--- config.mk ---
export PLATFORM = sky130hd
export DESIGN_NAME = tex_dcr_ctrl_flat
export DESIGN_NICKNAME = d
export VERILOG_FILES = /design/src/rtl/tex_dcr_ctrl_pkg.sv /design/src/rtl/tex_dcr_ctrl_if.sv /design/src/rtl/tex_dcr_bank.sv /design/src/rtl/tex_dcr_ctrl.sv /design/src/flat_wrapper.sv
export SDC_FILE = /design/constraint.sdc
export NUM_CORES = 2
export LEC_CHECK = 0
export BUFFER_PORTS_ARGS = -buffer_cell sky130_fd_sc_hd__clkbuf_2
export CAP_MARGIN = 40
export CELL_PAD_IN_SITES_DETAIL_PLACEMENT = 2
export CELL_PAD_IN_SITES_GLOBAL_PLACEMENT = 2
export CORE_AREA = 2 2 290 363
export CTS_CLUSTER_DIAMETER = 150
export DETAILED_ROUTE_END_ITERATION = 6
export DIE_AREA = 0 0 292 365
export PLACE_DENSITY_LB_ADDON = 0.1
export RECOVER_POWER = 25
export SLEW_MARGIN = 30
export SYNTH_ARGS = -nofsm -noshare
export SYNTH_HDL_FRONTEND = slang
export SYNTH_HIERARCHICAL = 1
export SYNTH_SLANG_ARGS = --single-unit
--- constraint.sdc ---
create_clock -name clk -period 10.7 [get_ports clk]
set_clock_uncertainty 0.15 [all_clocks]
set_input_delay 1.605 -clock clk [delete_from_list [all_inputs] [get_ports clk]]
set_output_delay 1.605 -clock clk [all_outputs]
set_load 0.01 [all_outputs]
--- src/rtl/tex_dcr_ctrl_pkg.sv ---
// tex_types: shared types and constants for the texture DCR controller.
//   tex_dcrs_t       - per-stage texture configuration as seen by the sampler
//   TEX_DCR_*        - DCR register offsets relative to the controller base
//   NUM_TEX_DCRS     - number of mapped DCR offsets (fields + STAGE + COMMIT)
//   drain_state_e    - commit drain FSM encoding
//   is_field_off()   - true for offsets that target a per-stage field
package tex_types;

  localparam int TEX_ADDR_BITS   = 32;
  localparam int TEX_LOD_BITS    = 4;
  localparam int TEX_LOD_MAX     = 3;
  localparam int TEX_MIPOFF_BITS = 20;
  localparam int TEX_FORMAT_BITS = 3;
  localparam int TEX_FILTER_BITS = 2;
  localparam int TEX_WRAP_BITS   = 2;

  localparam logic [11:0] TEX_DCR_STAGE   = 12'd0;
  localparam logic [11:0] TEX_DCR_ADDR    = 12'd1;
  localparam logic [11:0] TEX_DCR_LOGDIM  = 12'd2;
  localparam logic [11:0] TEX_DCR_FORMAT  = 12'd3;
  localparam logic [11:0] TEX_DCR_FILTER  = 12'd4;
  localparam logic [11:0] TEX_DCR_WRAP    = 12'd5;
  localparam logic [11:0] TEX_DCR_MIPOFF0 = 12'd6;
  localparam logic [11:0] TEX_DCR_COMMIT  = 12'(7 + TEX_LOD_MAX);

  localparam int NUM_TEX_DCRS = 8 + TEX_LOD_MAX;

  typedef struct packed {
    logic [TEX_ADDR_BITS-1:0]                    baddr;
    logic [1:0][TEX_LOD_BITS-1:0]                logdim;  // [0]=u, [1]=v
    logic [TEX_FORMAT_BITS-1:0]                  format;
    logic [TEX_FILTER_BITS-1:0]                  filter;
    logic [1:0][TEX_WRAP_BITS-1:0]               wrap;    // [0]=u, [1]=v
    logic [TEX_LOD_MAX:0][TEX_MIPOFF_BITS-1:0]   mipoff;
  } tex_dcrs_t;

  typedef enum logic {
    ST_IDLE    = 1'b0,
    ST_PENDING = 1'b1
  } drain_state_e;

  // Field offsets sit between STAGE and COMMIT.
  function automatic logic is_field_off(logic [11:0] off);
    return (off >= TEX_DCR_ADDR) && (off < 12'(NUM_TEX_DCRS - 1));
  endfunction

endpackage

--- src/rtl/tex_dcr_ctrl_if.sv ---
// tex_dcr_ctrl_if: DCR write port, sampler request/response port and status.
//   master - DCR bus + sampler side (drives valids, data, tex_done, rsp_ready)
//   slave  - tex_dcr_ctrl
// Handshake rule for every valid/ready pair here: a transfer happens on a
// rising clk edge where valid and ready are both 1; the initiator holds
// valid and its payload stable until that edge, and ready never depends on
// valid in the same cycle.
interface tex_dcr_ctrl_if #(
  parameter int NUM_STAGES   = 4,
  parameter int MAX_INFLIGHT = 16
);
  import tex_types::*;

  localparam int SW = (NUM_STAGES > 1) ? $clog2(NUM_STAGES) : 1;
  localparam int IW = $clog2(MAX_INFLIGHT + 1);

  logic          dcr_wr_valid;
  logic          dcr_wr_ready;
  logic [11:0]   dcr_wr_addr;
  logic [31:0]   dcr_wr_data;

  logic          tex_req_valid;
  logic          tex_req_ready;
  logic [SW-1:0] tex_req_stage;

  logic          tex_rsp_valid;
  logic          tex_rsp_ready;
  tex_dcrs_t     tex_rsp_dcrs;

  logic          tex_done;
  logic          commit_pending;
  logic [IW-1:0] inflight;
  drain_state_e  dbg_state;

  modport master (
    output dcr_wr_valid, dcr_wr_addr, dcr_wr_data,
    output tex_req_valid, tex_req_stage, tex_rsp_ready, tex_done,
    input  dcr_wr_ready, tex_req_ready, tex_rsp_valid, tex_rsp_dcrs,
    input  commit_pending, inflight, dbg_state
  );

  modport slave (
    input  dcr_wr_valid, dcr_wr_addr, dcr_wr_data,
    input  tex_req_valid, tex_req_stage, tex_rsp_ready, tex_done,
    output dcr_wr_ready, tex_req_ready, tex_rsp_valid, tex_rsp_dcrs,
    output commit_pending, inflight, dbg_state
  );

endinterface

--- src/rtl/tex_dcr_bank.sv ---
// tex_dcr_bank: shadow + active configuration for one texture stage.
//   clk, reset  - clock, async active-high reset
//   i_wr_en     - a field write targets this stage this cycle
//   i_wr_off    - DCR offset of the write (only field offsets arrive here)
//   i_wr_data   - DCR write data
//   i_commit    - copy shadow into active at this edge
//   o_active    - active configuration returned to the sampler
module tex_dcr_bank
  import tex_types::*;
(
  input  logic        clk,
  input  logic        reset,
  input  logic        i_wr_en,
  input  logic [11:0] i_wr_off,
  input  logic [31:0] i_wr_data,
  input  logic        i_commit,
  output tex_dcrs_t   o_active
);

  tex_dcrs_t r_shadow;
  tex_dcrs_t r_active;

  always_ff @(posedge clk or posedge reset) begin
    if (reset) begin
      r_shadow <= '0;
    end else if (i_wr_en) begin
      case (i_wr_off)
        TEX_DCR_ADDR:   r_shadow.baddr <= i_wr_data[TEX_ADDR_BITS-1:0];
        TEX_DCR_LOGDIM: begin
          r_shadow.logdim[0] <= i_wr_data[TEX_LOD_BITS-1:0];
          r_shadow.logdim[1] <= i_wr_data[4 +: TEX_LOD_BITS];
        end
        TEX_DCR_FORMAT: r_shadow.format <= i_wr_data[TEX_FORMAT_BITS-1:0];
        TEX_DCR_FILTER: r_shadow.filter <= i_wr_data[TEX_FILTER_BITS-1:0];
        TEX_DCR_WRAP: begin
          r_shadow.wrap[0] <= i_wr_data[1:0];
          r_shadow.wrap[1] <= i_wr_data[3:2];
        end
        default: begin
          for (int k = 0; k <= TEX_LOD_MAX; k++) begin
            if (i_wr_off == TEX_DCR_MIPOFF0 + 12'(k))
              r_shadow.mipoff[k] <= i_wr_data[TEX_MIPOFF_BITS-1:0];
          end
        end
      endcase
    end
  end

  always_ff @(posedge clk or posedge reset) begin
    if (reset)         r_active <= '0;
    else if (i_commit) r_active <= r_shadow;
  end

  assign o_active = r_active;

endmodule

--- src/rtl/tex_dcr_ctrl.sv ---
// tex_dcr_ctrl: per-stage texture configuration owner.
//   clk, reset - clock, async active-high reset
//   bus        - tex_dcr_ctrl_if.slave: DCR writes, sampler requests and
//                1-deep registered responses, tex_done retire pulses,
//                commit_pending / inflight status, dbg_state (drain FSM)
// DCR field writes land in the shadow bank of the current STAGE. COMMIT
// waits until no request is in flight and the response register is empty,
// then copies that stage's shadow into its active bank.
module tex_dcr_ctrl
  import tex_types::*;
#(
  parameter int          NUM_STAGES   = 4,
  parameter logic [11:0] DCR_BASE     = 12'h100,
  parameter int          MAX_INFLIGHT = 16
)(
  input  logic          clk,
  input  logic          reset,
  tex_dcr_ctrl_if.slave bus
);

  localparam int SW = (NUM_STAGES > 1) ? $clog2(NUM_STAGES) : 1;
  localparam int IW = $clog2(MAX_INFLIGHT + 1);

  drain_state_e  r_state, w_state_nxt;
  logic [SW-1:0] r_stage, r_commit_stage;
  logic [IW-1:0] r_inflight;
  logic          r_rsp_valid;
  tex_dcrs_t     r_rsp_dcrs;

  logic [11:0]   w_off;
  logic [31:0]   w_stage_mod;
  logic          w_wr_ready, w_wr_fire, w_field_wr, w_commit_wr;
  logic          w_req_ready, w_req_fire, w_done_eff;
  logic          w_commit_pending, w_commit_go;
  tex_dcrs_t     w_active [NUM_STAGES];

  assign w_off       = bus.dcr_wr_addr - DCR_BASE;
  assign w_stage_mod = bus.dcr_wr_data % NUM_STAGES;
  assign w_wr_ready  = !w_commit_pending;
  assign w_wr_fire   = bus.dcr_wr_valid && w_wr_ready;
  assign w_field_wr  = w_wr_fire && is_field_off(w_off);
  assign w_commit_wr = w_wr_fire && (w_off == TEX_DCR_COMMIT);

  // A new request may load the response register only if it is free or
  // being drained in the same cycle.
  assign w_req_ready = !w_commit_pending && (r_inflight < IW'(MAX_INFLIGHT)) &&
                       (!r_rsp_valid || bus.tex_rsp_ready);
  assign w_req_fire  = bus.tex_req_valid && w_req_ready;
  // Retire pulses with nothing in flight are dropped.
  assign w_done_eff  = bus.tex_done && (r_inflight != '0);

  // Drain FSM: state register
  always_ff @(posedge clk or posedge reset) begin
    if (reset) r_state <= ST_IDLE;
    else       r_state <= w_state_nxt;
  end

  // Drain FSM: next state
  always_comb begin
    w_state_nxt = r_state;
    case (r_state)
      ST_IDLE:    if (w_commit_wr) w_state_nxt = ST_PENDING;
      ST_PENDING: if (r_inflight == '0 && !r_rsp_valid) w_state_nxt = ST_IDLE;
      default:    w_state_nxt = ST_IDLE;
    endcase
  end

  // Drain FSM: outputs
  always_comb begin
    w_commit_pending = (r_state == ST_PENDING);
    w_commit_go      = (r_state == ST_PENDING) && (r_inflight == '0) && !r_rsp_valid;
  end

  always_ff @(posedge clk or posedge reset) begin
    if (reset) begin
      r_stage        <= '0;
      r_commit_stage <= '0;
    end else begin
      if (w_wr_fire && w_off == TEX_DCR_STAGE) r_stage <= SW'(w_stage_mod);
      if (w_commit_wr)                          r_commit_stage <= r_stage;
    end
  end

  always_ff @(posedge clk or posedge reset) begin
    if (reset) begin
      r_inflight <= '0;
    end else if (w_req_fire && !w_done_eff) begin
      r_inflight <= r_inflight + IW'(1);
    end else if (!w_req_fire && w_done_eff) begin
      r_inflight <= r_inflight - IW'(1);
    end
  end

  always_ff @(posedge clk or posedge reset) begin
    if (reset) begin
      r_rsp_valid <= 1'b0;
      r_rsp_dcrs  <= '0;
    end else if (w_req_fire) begin
      r_rsp_valid <= 1'b1;
      r_rsp_dcrs  <= w_active[bus.tex_req_stage];
    end else if (bus.tex_rsp_ready) begin
      r_rsp_valid <= 1'b0;
    end
  end

  for (genvar g = 0; g < NUM_STAGES; g++) begin : g_bank
    tex_dcr_bank u_bank (
      .clk       (clk),
      .reset     (reset),
      .i_wr_en   (w_field_wr && (r_stage == SW'(g))),
      .i_wr_off  (w_off),
      .i_wr_data (bus.dcr_wr_data),
      .i_commit  (w_commit_go && (r_commit_stage == SW'(g))),
      .o_active  (w_active[g])
    );
  end

  assign bus.dcr_wr_ready   = w_wr_ready;
  assign bus.tex_req_ready  = w_req_ready;
  assign bus.tex_rsp_valid  = r_rsp_valid;
  assign bus.tex_rsp_dcrs   = r_rsp_dcrs;
  assign bus.commit_pending = w_commit_pending;
  assign bus.inflight       = r_inflight;
  assign bus.dbg_state      = r_state;

endmodule

--- src/flat_wrapper.sv ---
// flat-port wrapper written by rule: the top's interface ports become plain ports
module tex_dcr_ctrl_flat import tex_types::*;
#(
  parameter int          NUM_STAGES   = 4,
  parameter logic [11:0] DCR_BASE     = 12'h100,
  parameter int          MAX_INFLIGHT = 16
)
  (clk, reset, bus_dcr_wr_valid, bus_dcr_wr_addr, bus_dcr_wr_data, bus_tex_req_valid, bus_tex_req_stage, bus_tex_rsp_ready, bus_tex_done, bus_dcr_wr_ready, bus_tex_req_ready, bus_tex_rsp_valid, bus_tex_rsp_dcrs, bus_commit_pending, bus_inflight, bus_dbg_state);
  tex_dcr_ctrl_if #(.NUM_STAGES(NUM_STAGES), .MAX_INFLIGHT(MAX_INFLIGHT)) bus_i ();
  input  logic clk;
  input  logic reset;
  input wire logic [$bits(bus_i.dcr_wr_valid)-1:0] bus_dcr_wr_valid;
  input wire logic [$bits(bus_i.dcr_wr_addr)-1:0] bus_dcr_wr_addr;
  input wire logic [$bits(bus_i.dcr_wr_data)-1:0] bus_dcr_wr_data;
  input wire logic [$bits(bus_i.tex_req_valid)-1:0] bus_tex_req_valid;
  input wire logic [$bits(bus_i.tex_req_stage)-1:0] bus_tex_req_stage;
  input wire logic [$bits(bus_i.tex_rsp_ready)-1:0] bus_tex_rsp_ready;
  input wire logic [$bits(bus_i.tex_done)-1:0] bus_tex_done;
  output wire logic [$bits(bus_i.dcr_wr_ready)-1:0] bus_dcr_wr_ready;
  output wire logic [$bits(bus_i.tex_req_ready)-1:0] bus_tex_req_ready;
  output wire logic [$bits(bus_i.tex_rsp_valid)-1:0] bus_tex_rsp_valid;
  output wire logic [$bits(bus_i.tex_rsp_dcrs)-1:0] bus_tex_rsp_dcrs;
  output wire logic [$bits(bus_i.commit_pending)-1:0] bus_commit_pending;
  output wire logic [$bits(bus_i.inflight)-1:0] bus_inflight;
  output wire logic [$bits(bus_i.dbg_state)-1:0] bus_dbg_state;
  assign bus_i.dcr_wr_valid = bus_dcr_wr_valid;
  assign bus_i.dcr_wr_addr = bus_dcr_wr_addr;
  assign bus_i.dcr_wr_data = bus_dcr_wr_data;
  assign bus_i.tex_req_valid = bus_tex_req_valid;
  assign bus_i.tex_req_stage = bus_tex_req_stage;
  assign bus_i.tex_rsp_ready = bus_tex_rsp_ready;
  assign bus_i.tex_done = bus_tex_done;
  assign bus_dcr_wr_ready = bus_i.dcr_wr_ready;
  assign bus_tex_req_ready = bus_i.tex_req_ready;
  assign bus_tex_rsp_valid = bus_i.tex_rsp_valid;
  assign bus_tex_rsp_dcrs = bus_i.tex_rsp_dcrs;
  assign bus_commit_pending = bus_i.commit_pending;
  assign bus_inflight = bus_i.inflight;
  assign bus_dbg_state = bus_i.dbg_state;
  tex_dcr_ctrl #(.NUM_STAGES(NUM_STAGES), .DCR_BASE(DCR_BASE), .MAX_INFLIGHT(MAX_INFLIGHT)) u_core (.clk(clk), .reset(reset), .bus(bus_i));
endmodule
==> summary.md <==
| Metric | Value |
|---|---|
| Setup bufs post-CTS | 0 |
| Main synth FF type | dfrtp_1 |
| Pin count of the biggest net entering global routing | 109 |
| Layout cells sized above 1 | 56.9% |
| Clk Latency, worst-skew pair | 720 ps |
| Syn_nets | 2833 |
| Min-delay worst type | reg -> reg |
| Die W | 292 microns |
| Synthesized area | 0.0481 sq mm |
| Critical path peak fanout | 72 |
| Area leader, netlist | dfrtp_1 |
| Worst vdd ir | 0.138 mV |
| Worst Setup End Kind | async pin |
| Dpl cells | 4217 |
| Asr flop ratio synth | 100% |
| Initial antenna violation count | 10 |
| Crit path max-delay cell type | clkbuf_1 |
| CTS sink cnt | 1172 |
| Synth Instances | 2774 |
| PwrDens | 171 mW/mm^2 |
| Complex-gate fraction of the synthesized area | 0.138% |
| Number of CTS-inserted buffers | 118 |
| Worst path arrival time | 6300 ps |
| Vias post-DR | 25.8k |
| Syn Area/Cell | 17.3 sq um |
| Vias in the first global route | 30.9k |
| Drt via density | 5.80 |
| Hpwl dp | 80.0 mm |
| Final #Nets | 3070 |
| WS Path Type | in -> async |
| Main combinational cell family by area after synthesis | multiplexers |
| CP max stage delay | 3500 ps |
| Resized Gates After CTS | 0 |
| Area Overhead vs Synth | 13.7% |
| TNS Setup | 0 ps |
| Std-Cell Rows | 132 |
| Root Driver | clkbuf_16 |
| TritonRoute pass-1 iters | 5 |
| Io pins | 191 |
| Slew margin rel. | -227% |
| Pin slew with the least headroom to its limit | 4910 ps |
| CP most frequent cell | clkbuf_1 |
| Number of synthesized flops with an enable pin | 0 |
| Startpoint type of the worst setup path | input port |
| Area share of the largest cell type after synthesis | 61.0% |
| Unrepaired setup endpoints after global routing | false |
| Crit path required time | 10200 ps |
| DRT Wirelength | 137 mm |
| Fmax | 147 MHz |
| Core Area | 0.103 sq mm |
| Synth Area in Simple Gates | 2.01% |
| Total congestion overflow | 0 |
| Cell Count, Final, Fillers Out | 4455 |
| H-tree depth | 3 |
| Status | complete, but fails checks |
| Count of final setup violators | 0 |
| Routability cong. | 0.770 |
| DRT iter0 DRCs | 1029 |
| Fin. Hold Viols | 0 |
| Warnings from Yosys | 6 |
| Wire per inst | 30.7 microns |
| CP Cell Sequence | clkbuf_1 -> clkinvlp_2 -> clkbuf_1 |
| Multiplexer share of the synthesized area | 34.3% |
| Register bit total from synthesis | 1172 |
| Tot Pwr | 9340 uW |
| Post-layout minimum cycle time | 6800 ps |
| Die height | 365 microns |
| DRC viols | 0 |
| Post-Synth Adder-Cell Area | 0.198% |
| Final worst path period share | 63.5% |
| Failing checks | max-capacitance violations, max-slew violations |
| Number of hold buffers added after cts | 0 |
| Pleak | 0.0275 uW |
| Unique masters post-synth | 44 |
| Port Buffers | 190 |
| Max Cap Viol | 17 |
| XOR/XNOR share of the synthesized area | 0.0911% |
| Fin util | 53.0% |
| CTS tree | built |
| Final Max Tran Viols | 680 |
| Initial core utilization | 46.6% |
| CTS clk-pin slew, worst paths | 60 ps |
| Top post-synthesis cells by area | dfrtp_1 (61%), mux2_2 (25%), mux4_2 (6.0%) |
| Clk buf depth | 3 |
| Fin Hold WS | 348 ps |
| Die area | 0.107 sq mm |
| First-pass GRT wire length | 208 mm |
| Sequential fraction of the synthesis area | 61.0% |
| Global Route Usage Sum | 26.4% |
| DRT antenna net count | 0 |
## cells by family after synthesis
group	Yosys count
buffers and inverters	164
and+or+nand+nor	120
adders and majority gates	7
muxes	1296
AOI/OAI and AO/OA	10
DFF	1172
xor gates and xnor gates	5
## worst paths after layout
kind                                                      start                                    end  slack (ps)  cells past startpoint
min                        u_core/g_bank[2].u_bank/r_shadow[53]   u_core/g_bank[2].u_bank/o_active[53]         350                      1
max                                                       reset    u_core/g_bank[0].u_bank/o_active[0]        3900                      3
min in group asynchronous                                 reset  u_core/g_bank[0].u_bank/o_active[120]        1230                      2
max in group clk                             bus_dcr_wr_addr[8]  u_core/g_bank[2].u_bank/r_shadow[123]        5910                     11
max reg2reg                           u_core/bus.commit_pending  u_core/g_bank[2].u_bank/r_shadow[123]        6620                      8
min reg2reg                u_core/g_bank[2].u_bank/r_shadow[53]   u_core/g_bank[2].u_bank/o_active[53]         350                      1
## worst max-delay path, delay by kind of cell
kind | cells | cell delay (ps)
buffers and inverters | 3 | 4620
## placed cells by master (no fill, tap or decap), types with 28 or more instances in the layout
| master | count |
|---|---|
| buf_4 | 42 |
| mux2_4 | 120 |
| clkbuf_1 | 43 |
| dfrtp_1 | 1172 |
| clkbuf_2 | 185 |
| mux2_2 | 1047 |
| mux4_2 | 129 |
| clkbuf_16 | 122 |
| nand4_1 | 28 |
## state kept, by name (all words and copies together) (netlist names)
| register | cells |
|---|---|
| u_core/r_stage | 2 |
| u_core/g_bank.u_bank/o_active | 516 |
| u_core/bus.tex_rsp_valid | 1 |
| u_core/g_bank.u_bank/r_shadow | 516 |
| u_core/bus.inflight | 5 |
| u_core/bus.tex_rsp_dcrs | 129 |
| u_core/bus.commit_pending | 1 |
| u_core/r_commit_stage | 2 |
## layer usage
metal	up-vias	track usage (%)	share of wire, %
li1	10700	-	-
met2	473	46.9	52
met4	8	6.82	2.1
met1	14500	34.3	42
met3	159	3.38	3.3
met5	-	0	0.037
## stage by stage
stage	worst slack, ps	instance area (sq um)
2_1_floorplan	1850	48100
3_3_place_gp	5140	50200
3_5_place_dp	5040	50500
4_1_cts	5810	54500
5_1_grt	3060	54700
6_report	3900	54700
## final cells by class
| type | count | area (sq um) |
|---|---|---|
| tap | 1340 | 1680 |
| inverter | 12 | 51.3 |
| timing repair buffer | 269 | 1870 |
| clock inverter | 43 | 517 |
| antenna | 5 | 12.5 |
| sequential | 1172 | 29300 |
| fill | 8892 | 48600 |
| clock buffer | 176 | 3520 |
| multi-input combinational | 1438 | 17700 |
## synthesized netlist by cell type (2+ instances only)
cell and n:
dfrtp_1 1172, mux2_2 1047, mux4_2 129, mux2_4 120, clkbuf_1 65, buf_2 43, nand4_1 28, buf_6 26
nor4b_1 16, nor4bb_1 16, buf_12 12, inv_1 12, nand2_1 9, ha_1 6, nor3_2 6, nor2b_1 5
nor3_1 5, and4_1 4, and4b_1 4, buf_1 4, nand4_2 4, nor4_4 4, o21ai_0 4, nor2_1 3
nor3b_1 3, xnor2_1 3, a21o_1 2, a21oi_1 2, buf_4 2, nand3_1 2, nand4b_1 2, xor2_1 2
## report_power, final
part | switching (uW) | internal [uW]
clock network | 1760 | 2530
registers | 25.3 | 4450
logic | 402 | 181
total | 2190 | 7150
No activity file was read; power rests on OpenSTA's default activity.
